==> src/rtl/sqrt_arb_pkg.sv <==
// sqrt_arb_pkg: shared state encoding, default widths and the error result
// for the round-robin square-root arbiter (sqrt_arbiter, sqrt_arb_rr_pick).
package sqrt_arb_pkg;

  typedef enum logic [3:0] {
    S_IDLE  = 4'b0001,
    S_ISSUE = 4'b0010,
    S_WAIT  = 4'b0100,
    S_RESP  = 4'b1000
  } state_t;

  localparam int SQRT_XW = 32;
  localparam int SQRT_YW = 16;

  localparam logic [SQRT_YW-1:0] SQRT_ERR_Y = '1;

endpackage

==> src/rtl/sqrt_arb_rr_pick.sv <==
// sqrt_arb_rr_pick: combinational round-robin picker.
// Ports: req (request vector), ptr (search start) -> gnt (one-hot), idx, any.
module sqrt_arb_rr_pick #(
  parameter int N_REQ = 4,
  parameter int IDW   = $clog2(N_REQ)
) (
  input  logic [N_REQ-1:0] req,
  input  logic [IDW-1:0]   ptr,
  output logic [N_REQ-1:0] gnt,
  output logic [IDW-1:0]   idx,
  output logic             any
);

  logic [IDW-1:0] pos;
  int             j;

  // Walk upward from ptr, wrapping at N_REQ; the first set bit wins.
  always_comb begin
    gnt = '0;
    idx = '0;
    any = 1'b0;
    pos = '0;
    j   = 0;
    for (int k = 0; k < N_REQ; k++) begin
      j = int'(ptr) + k;
      if (j >= N_REQ) j = j - N_REQ;
      pos = IDW'(j);
      if (!any && req[pos]) begin
        any      = 1'b1;
        idx      = pos;
        gnt[pos] = 1'b1;
      end
    end
  end

endmodule

==> src/rtl/sqrt_arbiter.sv <==
// sqrt_arbiter: round-robin share of one iterative sqrt engine by N_REQ clients.
// Ports: clk, rst (async high); req_vld/req_x/req_rdy request side;
// rsp_vld/rsp_y/rsp_id/rsp_err response pulse; eng_vld_in/eng_x start,
// eng_vld_out/eng_y done; busy. Optional SQRT_ARB_TIMEOUT_EN: WAIT watchdog.
module sqrt_arbiter
  import sqrt_arb_pkg::*;
#(
  parameter int N_REQ       = 4,
  parameter int IDW         = $clog2(N_REQ),
  parameter int XW          = SQRT_XW,
  parameter int YW          = SQRT_YW,
  parameter int TIMEOUT_CYC = 64
) (
  input  logic                clk,
  input  logic                rst,
  input  logic [N_REQ-1:0]    req_vld,
  input  logic [N_REQ*XW-1:0] req_x,
  output logic [N_REQ-1:0]    req_rdy,
  output logic [N_REQ-1:0]    rsp_vld,
  output logic [YW-1:0]       rsp_y,
  output logic [IDW-1:0]      rsp_id,
  output logic                rsp_err,
  output logic                eng_vld_in,
  output logic [XW-1:0]       eng_x,
  input  logic                eng_vld_out,
  input  logic [YW-1:0]       eng_y,
  output logic                busy
);

  state_t         state, state_nx;
  logic [IDW-1:0] ptr, ptr_nx;
  logic [IDW-1:0] id_r, id_nx;
  logic [XW-1:0]  x_r, x_nx, x_sel;
  logic [YW-1:0]  y_r, y_nx;
  logic           err_r, err_nx;

  logic [N_REQ-1:0] gnt;
  logic [IDW-1:0]   g_idx;
  logic             g_any;
  logic             tmo;

  sqrt_arb_rr_pick #(
    .N_REQ (N_REQ),
    .IDW   (IDW)
  ) u_pick (
    .req (req_vld),
    .ptr (ptr),
    .gnt (gnt),
    .idx (g_idx),
    .any (g_any)
  );

  always_comb begin
    x_sel = '0;
    for (int i = 0; i < N_REQ; i++)
      if (gnt[i]) x_sel = req_x[i*XW +: XW];
  end

`ifdef SQRT_ARB_TIMEOUT_EN
  localparam int CW = $clog2(TIMEOUT_CYC + 1);

  logic [CW-1:0] cnt;

  // Zero outside WAIT, so it is clear on the first WAIT cycle.
  always_ff @(posedge clk or posedge rst) begin
    if (rst)                  cnt <= '0;
    else if (state != S_WAIT) cnt <= '0;
    else                      cnt <= cnt + CW'(1);
  end

  // Fires on the TIMEOUT_CYC-th WAIT cycle.
  assign tmo = (state == S_WAIT) && (cnt == CW'(TIMEOUT_CYC - 1));
`else
  logic unused_tmo_cfg;
  assign unused_tmo_cfg = ^TIMEOUT_CYC;
  assign tmo            = 1'b0;
`endif

  always_comb begin
    state_nx = state;
    ptr_nx   = ptr;
    id_nx    = id_r;
    x_nx     = x_r;
    y_nx     = y_r;
    err_nx   = err_r;
    unique case (1'b1)
      state[0]: begin
        if (g_any) begin
          x_nx   = x_sel;
          id_nx  = g_idx;
          err_nx = 1'b0;
          if (x_sel[XW-1:1] == '0) begin
            y_nx     = {{(YW-1){1'b0}}, x_sel[0]};
            state_nx = S_RESP;
          end else begin
            state_nx = S_ISSUE;
          end
        end
      end
      state[1]: state_nx = S_WAIT;
      state[2]: begin
        if (eng_vld_out) begin
          y_nx     = eng_y;
          err_nx   = 1'b0;
          state_nx = S_RESP;
        end else if (tmo) begin
          y_nx     = {YW{1'b1}};
          err_nx   = 1'b1;
          state_nx = S_RESP;
        end
      end
      state[3]: begin
        ptr_nx   = (id_r == IDW'(N_REQ - 1)) ? '0 : id_r + IDW'(1);
        state_nx = S_IDLE;
      end
      default: state_nx = S_IDLE;
    endcase
  end

  always_ff @(posedge clk or posedge rst) begin
    if (rst) begin
      state <= S_IDLE;
      ptr   <= '0;
      id_r  <= '0;
      x_r   <= '0;
      y_r   <= '0;
      err_r <= 1'b0;
    end else begin
      state <= state_nx;
      ptr   <= ptr_nx;
      id_r  <= id_nx;
      x_r   <= x_nx;
      y_r   <= y_nx;
      err_r <= err_nx;
    end
  end

  // rst gating keeps req_rdy quiet while reset is held.
  assign req_rdy    = (state == S_IDLE && !rst) ? gnt : '0;
  assign eng_vld_in = (state == S_ISSUE);
  assign eng_x      = (state == S_ISSUE || state == S_WAIT) ? x_r : '0;
  assign busy       = (state != S_IDLE);

  always_comb begin
    rsp_vld = '0;
    for (int i = 0; i < N_REQ; i++)
      rsp_vld[i] = (state == S_RESP) && (id_r == IDW'(i));
  end

  assign rsp_y   = (state == S_RESP) ? y_r   : '0;
  assign rsp_id  = (state == S_RESP) ? id_r  : '0;
  assign rsp_err = (state == S_RESP) ? err_r : 1'b0;

endmodule

==> config.mk <==
export PLATFORM = sky130hd
export DESIGN_NAME = sqrt_arbiter
export DESIGN_NICKNAME = d
export VERILOG_FILES = /design/src/rtl/sqrt_arb_pkg.sv /design/src/rtl/sqrt_arb_rr_pick.sv /design/src/rtl/sqrt_arbiter.sv
export SDC_FILE = /design/constraint.sdc
export NUM_CORES = 1
export LEC_CHECK = 0
export BUFFER_PORTS_ARGS = -buffer_cell sky130_fd_sc_hd__buf_4
export CAP_MARGIN = 20
export CORE_UTILIZATION = 40
export DETAILED_ROUTE_END_ITERATION = 7
export PLACE_DENSITY = 0.71
export REMOVE_ABC_BUFFERS = 1
export SETUP_SLACK_MARGIN = 0.2
export SLEW_MARGIN = 5
export SYNTH_ARGS = -nofsm -noshare
export SYNTH_HDL_FRONTEND = slang
export SYNTH_HIERARCHICAL = 1
export SYNTH_SLANG_ARGS = --single-unit
==> constraint.sdc <==
create_clock -name clk -period 5.8 [get_ports clk]
set_clock_uncertainty 0.05 [all_clocks]
set_input_delay 0.58 -clock clk [delete_from_list [all_inputs] [get_ports clk]]
set_output_delay 0.58 -clock clk [all_outputs]
set_load 0.005 [all_outputs]
=== Yosys cells after proc, flatten, opt, wreduce, memory -nomap -nowiden ===
Cells that the tools add are included.

* Bits in registers: 57
* Bits of input ports: 151
* Output and inout bits: 61

* Add/sub/neg operators: 8
* Magnitude comparators: 12
* Eq/ne operators: 11
* Multiplexer cells: 53
* Bitwise gates (word level): 3
* Reduce and logical (&&, ||, !) cells: 24

{| class="wikitable"
|+ Operators by type and width
! kind !! count
|-
| 32-bit two-way mux || 5
|-
| 16-bit two-way mux || 4
|-
| 4-bit two-way mux || 8
|-
| 16-bit one-hot mux with 2 select lines || 1
|-
| 31-bit zero test || 1
|-
| 2-bit two-way mux || 10
|-
| 1-bit two-way mux || 15
|-
| 1-bit logical AND || 12
|-
| 2-bit by 3-bit less-than comparator with 1-bit output (second input constant) || 4
|-
| 4-bit bitwise OR || 3
|-
| 4-bit one-hot mux with 3 select lines || 1
|-
| 3-bit greater-or-equal comparator (second input constant) || 3
|-
| 1-bit binary-select mux with 2-bit select || 4
|-
| 1-bit demux with 2-bit select || 4
|-
| 2-bit by 1-bit greater-or-equal comparator with 1-bit output (second input constant) || 4
|-
| 2-bit by 1-bit subtractor with 2-bit output (second input constant) || 4
|-
| 2-bit by 2-bit adder with 3-bit output (second input constant) || 2
|-
| 2-bit == test (second input constant) || 2
|-
| 4-bit by 1-bit == test with 1-bit output (second input constant) || 1
|-
| 4-bit by 2-bit == test with 1-bit output (second input constant) || 1
|-
| 4-bit by 3-bit == test with 1-bit output (second input constant) || 1
|-
| 4-bit == test (second input constant) || 1
|-
| 1-bit zero test || 4
|-
| 2-bit by 1-bit != test with 1-bit output (second input constant) || 2
|-
| other kinds (13) || 14
|}

=== Longest topological paths before layout ===
* Word-level depth: 22
* Depth in mapped cells: 19
* Mapped depth without buffers: 13

=== Cells and area by module ===
Netlist, hierarchy kept.

{| class="wikitable"
|+ Modules (own cells, without submodules)
! module !! times used !! cells each !! area each (µm²) !! seq. area each (µm²)
|-
| sqrt_arbiter || 1 || 487 || 3,970.1 || 1,402.6
|-
| sqrt_arb_rr_pick || 1 || 45 || 421.7 || 0.0
|}

=== Worst setup path after synthesis ===
No wires, ideal clock.

* Kind: flip-flop to flip-flop
* From: reg ptr[0]
* To: reg y_r[1]
* Data arrival time: 4.028 ns
* Required time: 5.663 ns
* Slack: 1.635 ns
* Cell stages (with the launch flop): 18
* Path buffers: 4
* Clock period less this slack: 4.165 ns
* Path through: dfrtp_1 > buf_6 > inv_1 > ha_1 > mux4_2 > buf_6 > and2b_2 > a22oi_1 > o21ai_0 > inv_2 > clkbuf_1 > o22ai_1 > o22ai_1 > nor4_2 > nand4_2 > buf_6 > or4_1 > o211ai_1

* Elaborated cells between the ends (all ways): 68
* Those cells by class: add/sub (7); order compare (12); eq/ne (2); mux (32); bitwise (3); reduce/logical (12)

{| class="wikitable"
|+ RTL lines
! item !! RTL line !! text
|-
| from (decl) || sqrt_arbiter.sv:31 || <nowiki>logic [IDW-1:0] ptr, ptr_nx;</nowiki>
|-
| from (signal assigned) || sqrt_arbiter.sv:130 || <nowiki>ptr <= ptr_nx;</nowiki>
|-
| parallel branches: the longest is 13 deep, another holds 2-bit by 1-bit adder with 3-bit output || -- ||
|-
| 4-bit two-way mux * || sqrt_arb_rr_pick.sv:28 || <nowiki>if (!any && req[pos]) begin</nowiki>
|-
| via gnt[3] || sqrt_arbiter.sv:37 || <nowiki>logic [N_REQ-1:0] gnt;</nowiki>
|-
| 32-bit two-way mux * || sqrt_arbiter.sv:56 || <nowiki>if (gnt[i]) x_sel = req_x[i*XW +: XW];</nowiki>
|-
| 31-bit zero test * || sqrt_arbiter.sv:92 || <nowiki>if (x_sel[XW-1:1] == '0) begin</nowiki>
|-
| 2-bit by 1-bit != test with 1-bit output (no source line) * || -- ||
|-
| 4-bit AND reduction (no source line) * || -- ||
|-
| to (signal assigned) || sqrt_arbiter.sv:133 || <nowiki>y_r <= y_nx;</nowiki>
|-
| to (decl) || sqrt_arbiter.sv:34 || <nowiki>logic [YW-1:0] y_r, y_nx;</nowiki>
|}

Mark *: on every way through the listed nets, which the timed path passes. The select of a mux whose other input is x is not followed.
A chain may end at the register's enable or synchronous reset.

=== Worst setup path after layout ===
* From: reg ptr[1]
* To: reg y_r[1]

* Elaborated cells between the ends (all ways): 68
* Those cells by class: add/sub (7); order compare (12); eq/ne (2); mux (32); bitwise (3); reduce/logical (12)

{| class="wikitable"
|+ RTL lines
! item !! RTL line
|-
| parallel branches: the longest is 13 deep, another holds 2-bit by 1-bit adder with 3-bit output || --
|-
| 4-bit two-way mux * || sqrt_arb_rr_pick.sv:28
|-
| via gnt[2] || sqrt_arbiter.sv:37
|-
| 32-bit two-way mux * (2 in a row) || sqrt_arbiter.sv:56
|-
| 31-bit zero test * || sqrt_arbiter.sv:92
|-
| 2-bit by 1-bit != test with 1-bit output (no source line) * || --
|-
| 4-bit AND reduction (no source line) * || --
|}

Marks and branches as above.

==> metrics.log <==
INFO  metric fin_total_pwr = 3.50 mW
INFO  metric crit-reg2reg-launch = ptr[1]
INFO  metric p_per_area = between 500 and 600 nW/um^2
INFO  metric num-fill-cells = between 900 and 1000
INFO  metric synth.distinct_cells = 47
INFO  metric max_freq = between 0.15 and 0.2 GHz
INFO  metric placementRows = 37
INFO  metric antenna_found_initial = 0
INFO  metric cts-root-to-sink-buffers = 2
INFO  metric coreArea = about 10000 sq um
INFO  metric num_antenna_cells = 0
INFO  metric pre_cts_slack = 479 ps
INFO  metric avgRoutedWirePerCell = 17.8 um
INFO  metric num_vias = 5011
INFO  metric finalWirelength = around 15 mm
INFO  metric power_frac_seq = 21.8%
INFO  metric grt_pass1_vias = 4858
INFO  metric ir_drop = 0.000548 V
INFO  metric cpMaxStageDelayCell = or2_2
INFO  metric place_inst = 838
INFO  metric worst-endpoint-required = 5950 ps
INFO  metric worst_hold_path_type = in -> async
INFO  metric dieArea = 11400 sq um
INFO  metric area_delta_synth_final = 39.1%
INFO  metric clk_latency = 320 ps
INFO  metric postLayoutCellArea = 6110 sq um
INFO  metric share_comb_of_total_power = a little under three quarters
INFO  metric power.share.switching = 51.4%
INFO  metric worst_slew_margin_relative_to_its_limit = between 40% and 50%
INFO  metric ioPinCount = ~210
INFO  metric clock-sinks = between 50 and 60
INFO  metric mappedNetlistArea = 4390 sq um
INFO  metric cts_tree = yes
INFO  metric dr.first_iter.drc_count = between 300 and 400
INFO  metric cts_root_buf = clkbuf_8
INFO  metric postSynthRegisterBits = 56
INFO  metric postcts_setup_bufs = 0
INFO  metric total_cts_buffers = 5
INFO  metric timing.final.crit_share = 86.9%
INFO  metric clock_power_share = 6.5%
INFO  metric hpwl = around 11 mm
INFO  metric globalRouteOverflowTotal = 0
INFO  metric track_usage = between 20% and 30%
INFO  metric path_class = reg -> reg
INFO  metric detail-route-antenna-nets = 0
INFO  metric timing.critical_path.arrival = 5180 ps
INFO  metric total_switching_power = 1.80 mW
INFO  metric synth.yosys.warnings = 6
INFO  metric yosysSeqAreaShare = 31.9%
INFO  metric finalHoldWorstSlack = 427 ps
INFO  metric post_route_cells_drive_above_1_share = 36.2%
INFO  metric timing_max_transition_violations_final = 0
INFO  metric dieWidth = 107 um
INFO  metric postSynthAreaPerCell = 8.26 sq um
INFO  metric internal_power = approximately 1.7 mW
INFO  metric dpl-instance-area = between 6000 and 7000 sq um
INFO  metric fin_nets = 869
INFO  metric cpPeakStageDelay = about 600 ps
INFO  metric regToRegSetupSlack = 760 ps
INFO  metric synth-async-reset-ratio = 100%
INFO  metric h_tree_levels = 2
INFO  metric remaining_drc_errors = 0
INFO  metric cts-hold-fix-buffers = 0
INFO  metric fin_ws = 762 ps
INFO  metric die_height = 107 um
INFO  metric grt_pass1_wl = about 24 mm
INFO  metric critical_path.endpoint_type = flop
INFO  metric instances_no_fill = 846
INFO  metric fin_crit = roughly 5000 ps
INFO  metric worst_setup_hold_path_clk_slew = 110 ps
INFO  metric cp_startpoint = ptr[1]
INFO  metric report.final.hold_viol_count = 0
INFO  metric initial_core_util = 42.0%
INFO  metric drt_pre_antenna_iters = 5
INFO  metric tightestPinTransition = 785 ps
INFO  metric postSynthCellCount = 532
INFO  metric grt_start_max_net_pins = 57
INFO  metric worstSetupStartpointType = flop
INFO  metric synth_enable_flop_cells = 0
INFO  metric leakage = 2.73 nW
INFO  metric cts_repair_resize_count = 0
INFO  metric routabilityCongestion = 0.866
INFO  metric cap_viol_max_count = 0
INFO  metric primary_flip_flop_cell_chosen_by_synthesis_mapping = dfrtp_1
INFO  metric finalSetupTns = 0 ps
INFO  metric timing.critical_path.cells = inv_1 > ha_1 > mux4_2 > and2b_2 > a22oi_1 > o21ai_0 > or2_2 > a221oi_1 > o22ai_1 > nor4_2 > nand4_2 > nor2_2 > buf_4 > o211ai_1
INFO  metric average_via_count_per_standard_cell = 5.92
INFO  metric io_port_bufs = 210
INFO  metric outcome = finished, final reports clean
INFO  metric timing.critical_path.fanout_max = 30
INFO  metric timing.final.setup_violations = 0
INFO  metric rsz_0062_raised_after_global_routing = false
INFO  metric fin_util = 58.4%
## cell type report
class	instances	area, sq um	area share, %
repair buffers	222	1670	27.3
clock buffers	5	68.8	1.13
clock inverters	3	21.3	0.348
flip-flops and latches	56	1400	23.0
well taps	136	170	2.79
multi-input cells	415	2750	44.9
inverters	9	33.8	0.553
## cell usage in the layout, fill, tap and decap left out, types with 2 or more instances in the layout
| cell | netlist | routed |
|---|---|---|
| buf_4 | 1 | 222 |
| nand2_1 | 65 | 64 |
| and2_1 | 58 | 58 |
| dfrtp_1 | 55 | 54 |
| o22ai_1 | 43 | 43 |
| a221oi_1 | 33 | 33 |
| o31ai_1 | 31 | 31 |
| nor2_1 | 25 | 25 |
| nor3_1 | 22 | 21 |
| o211ai_1 | 17 | 17 |
| nand3_1 | 15 | 15 |
| or4_1 | 15 | 15 |
| a211oi_1 | 14 | 14 |
| ha_1 | 9 | 9 |
| o21ai_0 | 10 | 8 |
| a22oi_1 | 8 | 8 |
| nand2b_1 | 7 | 7 |
| mux2_2 | 6 | 6 |
| inv_1 | 7 | 6 |
| a21oi_1 | 5 | 5 |
| nor2b_1 | 6 | 5 |
| clkbuf_8 | 0 | 5 |
| inv_2 | 2 | 3 |
| nor4_1 | 2 | 2 |
| nor4_2 | 2 | 2 |
| o21ai_2 | 0 | 2 |
| mux4_2 | 2 | 2 |
| mux4_1 | 2 | 2 |
| mux2i_1 | 2 | 2 |
## flip-flops by register name, summed over array words and instances, names as in the netlist
register,cells
ptr,2
y_r,16
id_r,2
x_r,32
state,4
## worst max-delay path: cells and delay by family (launching register included)
kind	cells	cell delay, ps
adder cells (fa/ha/maj)	1	350
flip-flops	1	540
AO/OA/AOI/OAI	5	990
buffers and inverters	2	420
multiplexers	1	380
AND/OR/NAND/NOR	5	2150
## power groups by stage
| stage | registers [mW] | clock network [mW] | logic (mW) |
|---|---|---|---|
| CTS | 0.758 | 0.234 | 2.50 |
| global route | 0.788 | 0.250 | 2.76 |
| global placement | 0.757 | 0 | 2.40 |
| floorplan | 0.729 | 0 | 1.66 |
| finish | 0.762 | 0.229 | 2.51 |
| detailed placement | 0.766 | 0 | 2.49 |
## Yosys cell counts, types with 8 or more instances
cell      number  area (sq um)
nand3_1       15          75.1
ha_1           9           113
o21ai_0       10          50.1
dfrtp_1       55          1380
o31ai_1       31           233
nor2_1        25          93.8
o22ai_1       43           269
o211ai_1      17           128
clkbuf_1      36           135
nor3_1        22           110
a22oi_1        8          60.1
a221oi_1      33           289
nand2_1       65           244
and2_1        58           363
a211oi_1      14           105
or4_1         15           113
## final timing paths
| kind | to | cells past startpoint |
|---|---|---|
| setup / recovery | y_r[1] | 14 |
| hold / removal | ptr[1] | 3 |
| setup reg to reg | y_r[1] | 14 |
| hold reg to reg | x_r[3] | 2 |
| max in group asynchronous | ptr[0] | 3 |
| min in group clk | x_r[3] | 2 |
## per-layer routing
| metal | up-vias | share of wire, % | track usage, % |
|---|---|---|---|
| li1 | 2371 | - | - |
| met2 | 227 | 52 | 47.4 |
| met4 | 0 | 2.5 | 8.51 |
| met5 | - | 0 | 0 |
| met3 | 32 | 6.3 | 3.83 |
| met1 | 2381 | 40 | 30.9 |
## kinds of logic after synthesis
| kind of cell | Yosys count | share of synthesized area, % |
|---|---|---|
| muxes | 12 | 4.22 |
| and+or+nand+nor | 228 | 27.9 |
| DFF | 56 | 31.9 |
| buffers and inverters | 61 | 6.10 |
| xor gates and xnor gates | 1 | 0.199 |
| adders and majority gates | 9 | 2.56 |
| AOI/OAI and AO/OA | 164 | 27.0 |
| other | 1 | 0.0854 |
Power figures use the tool's default switching activity.
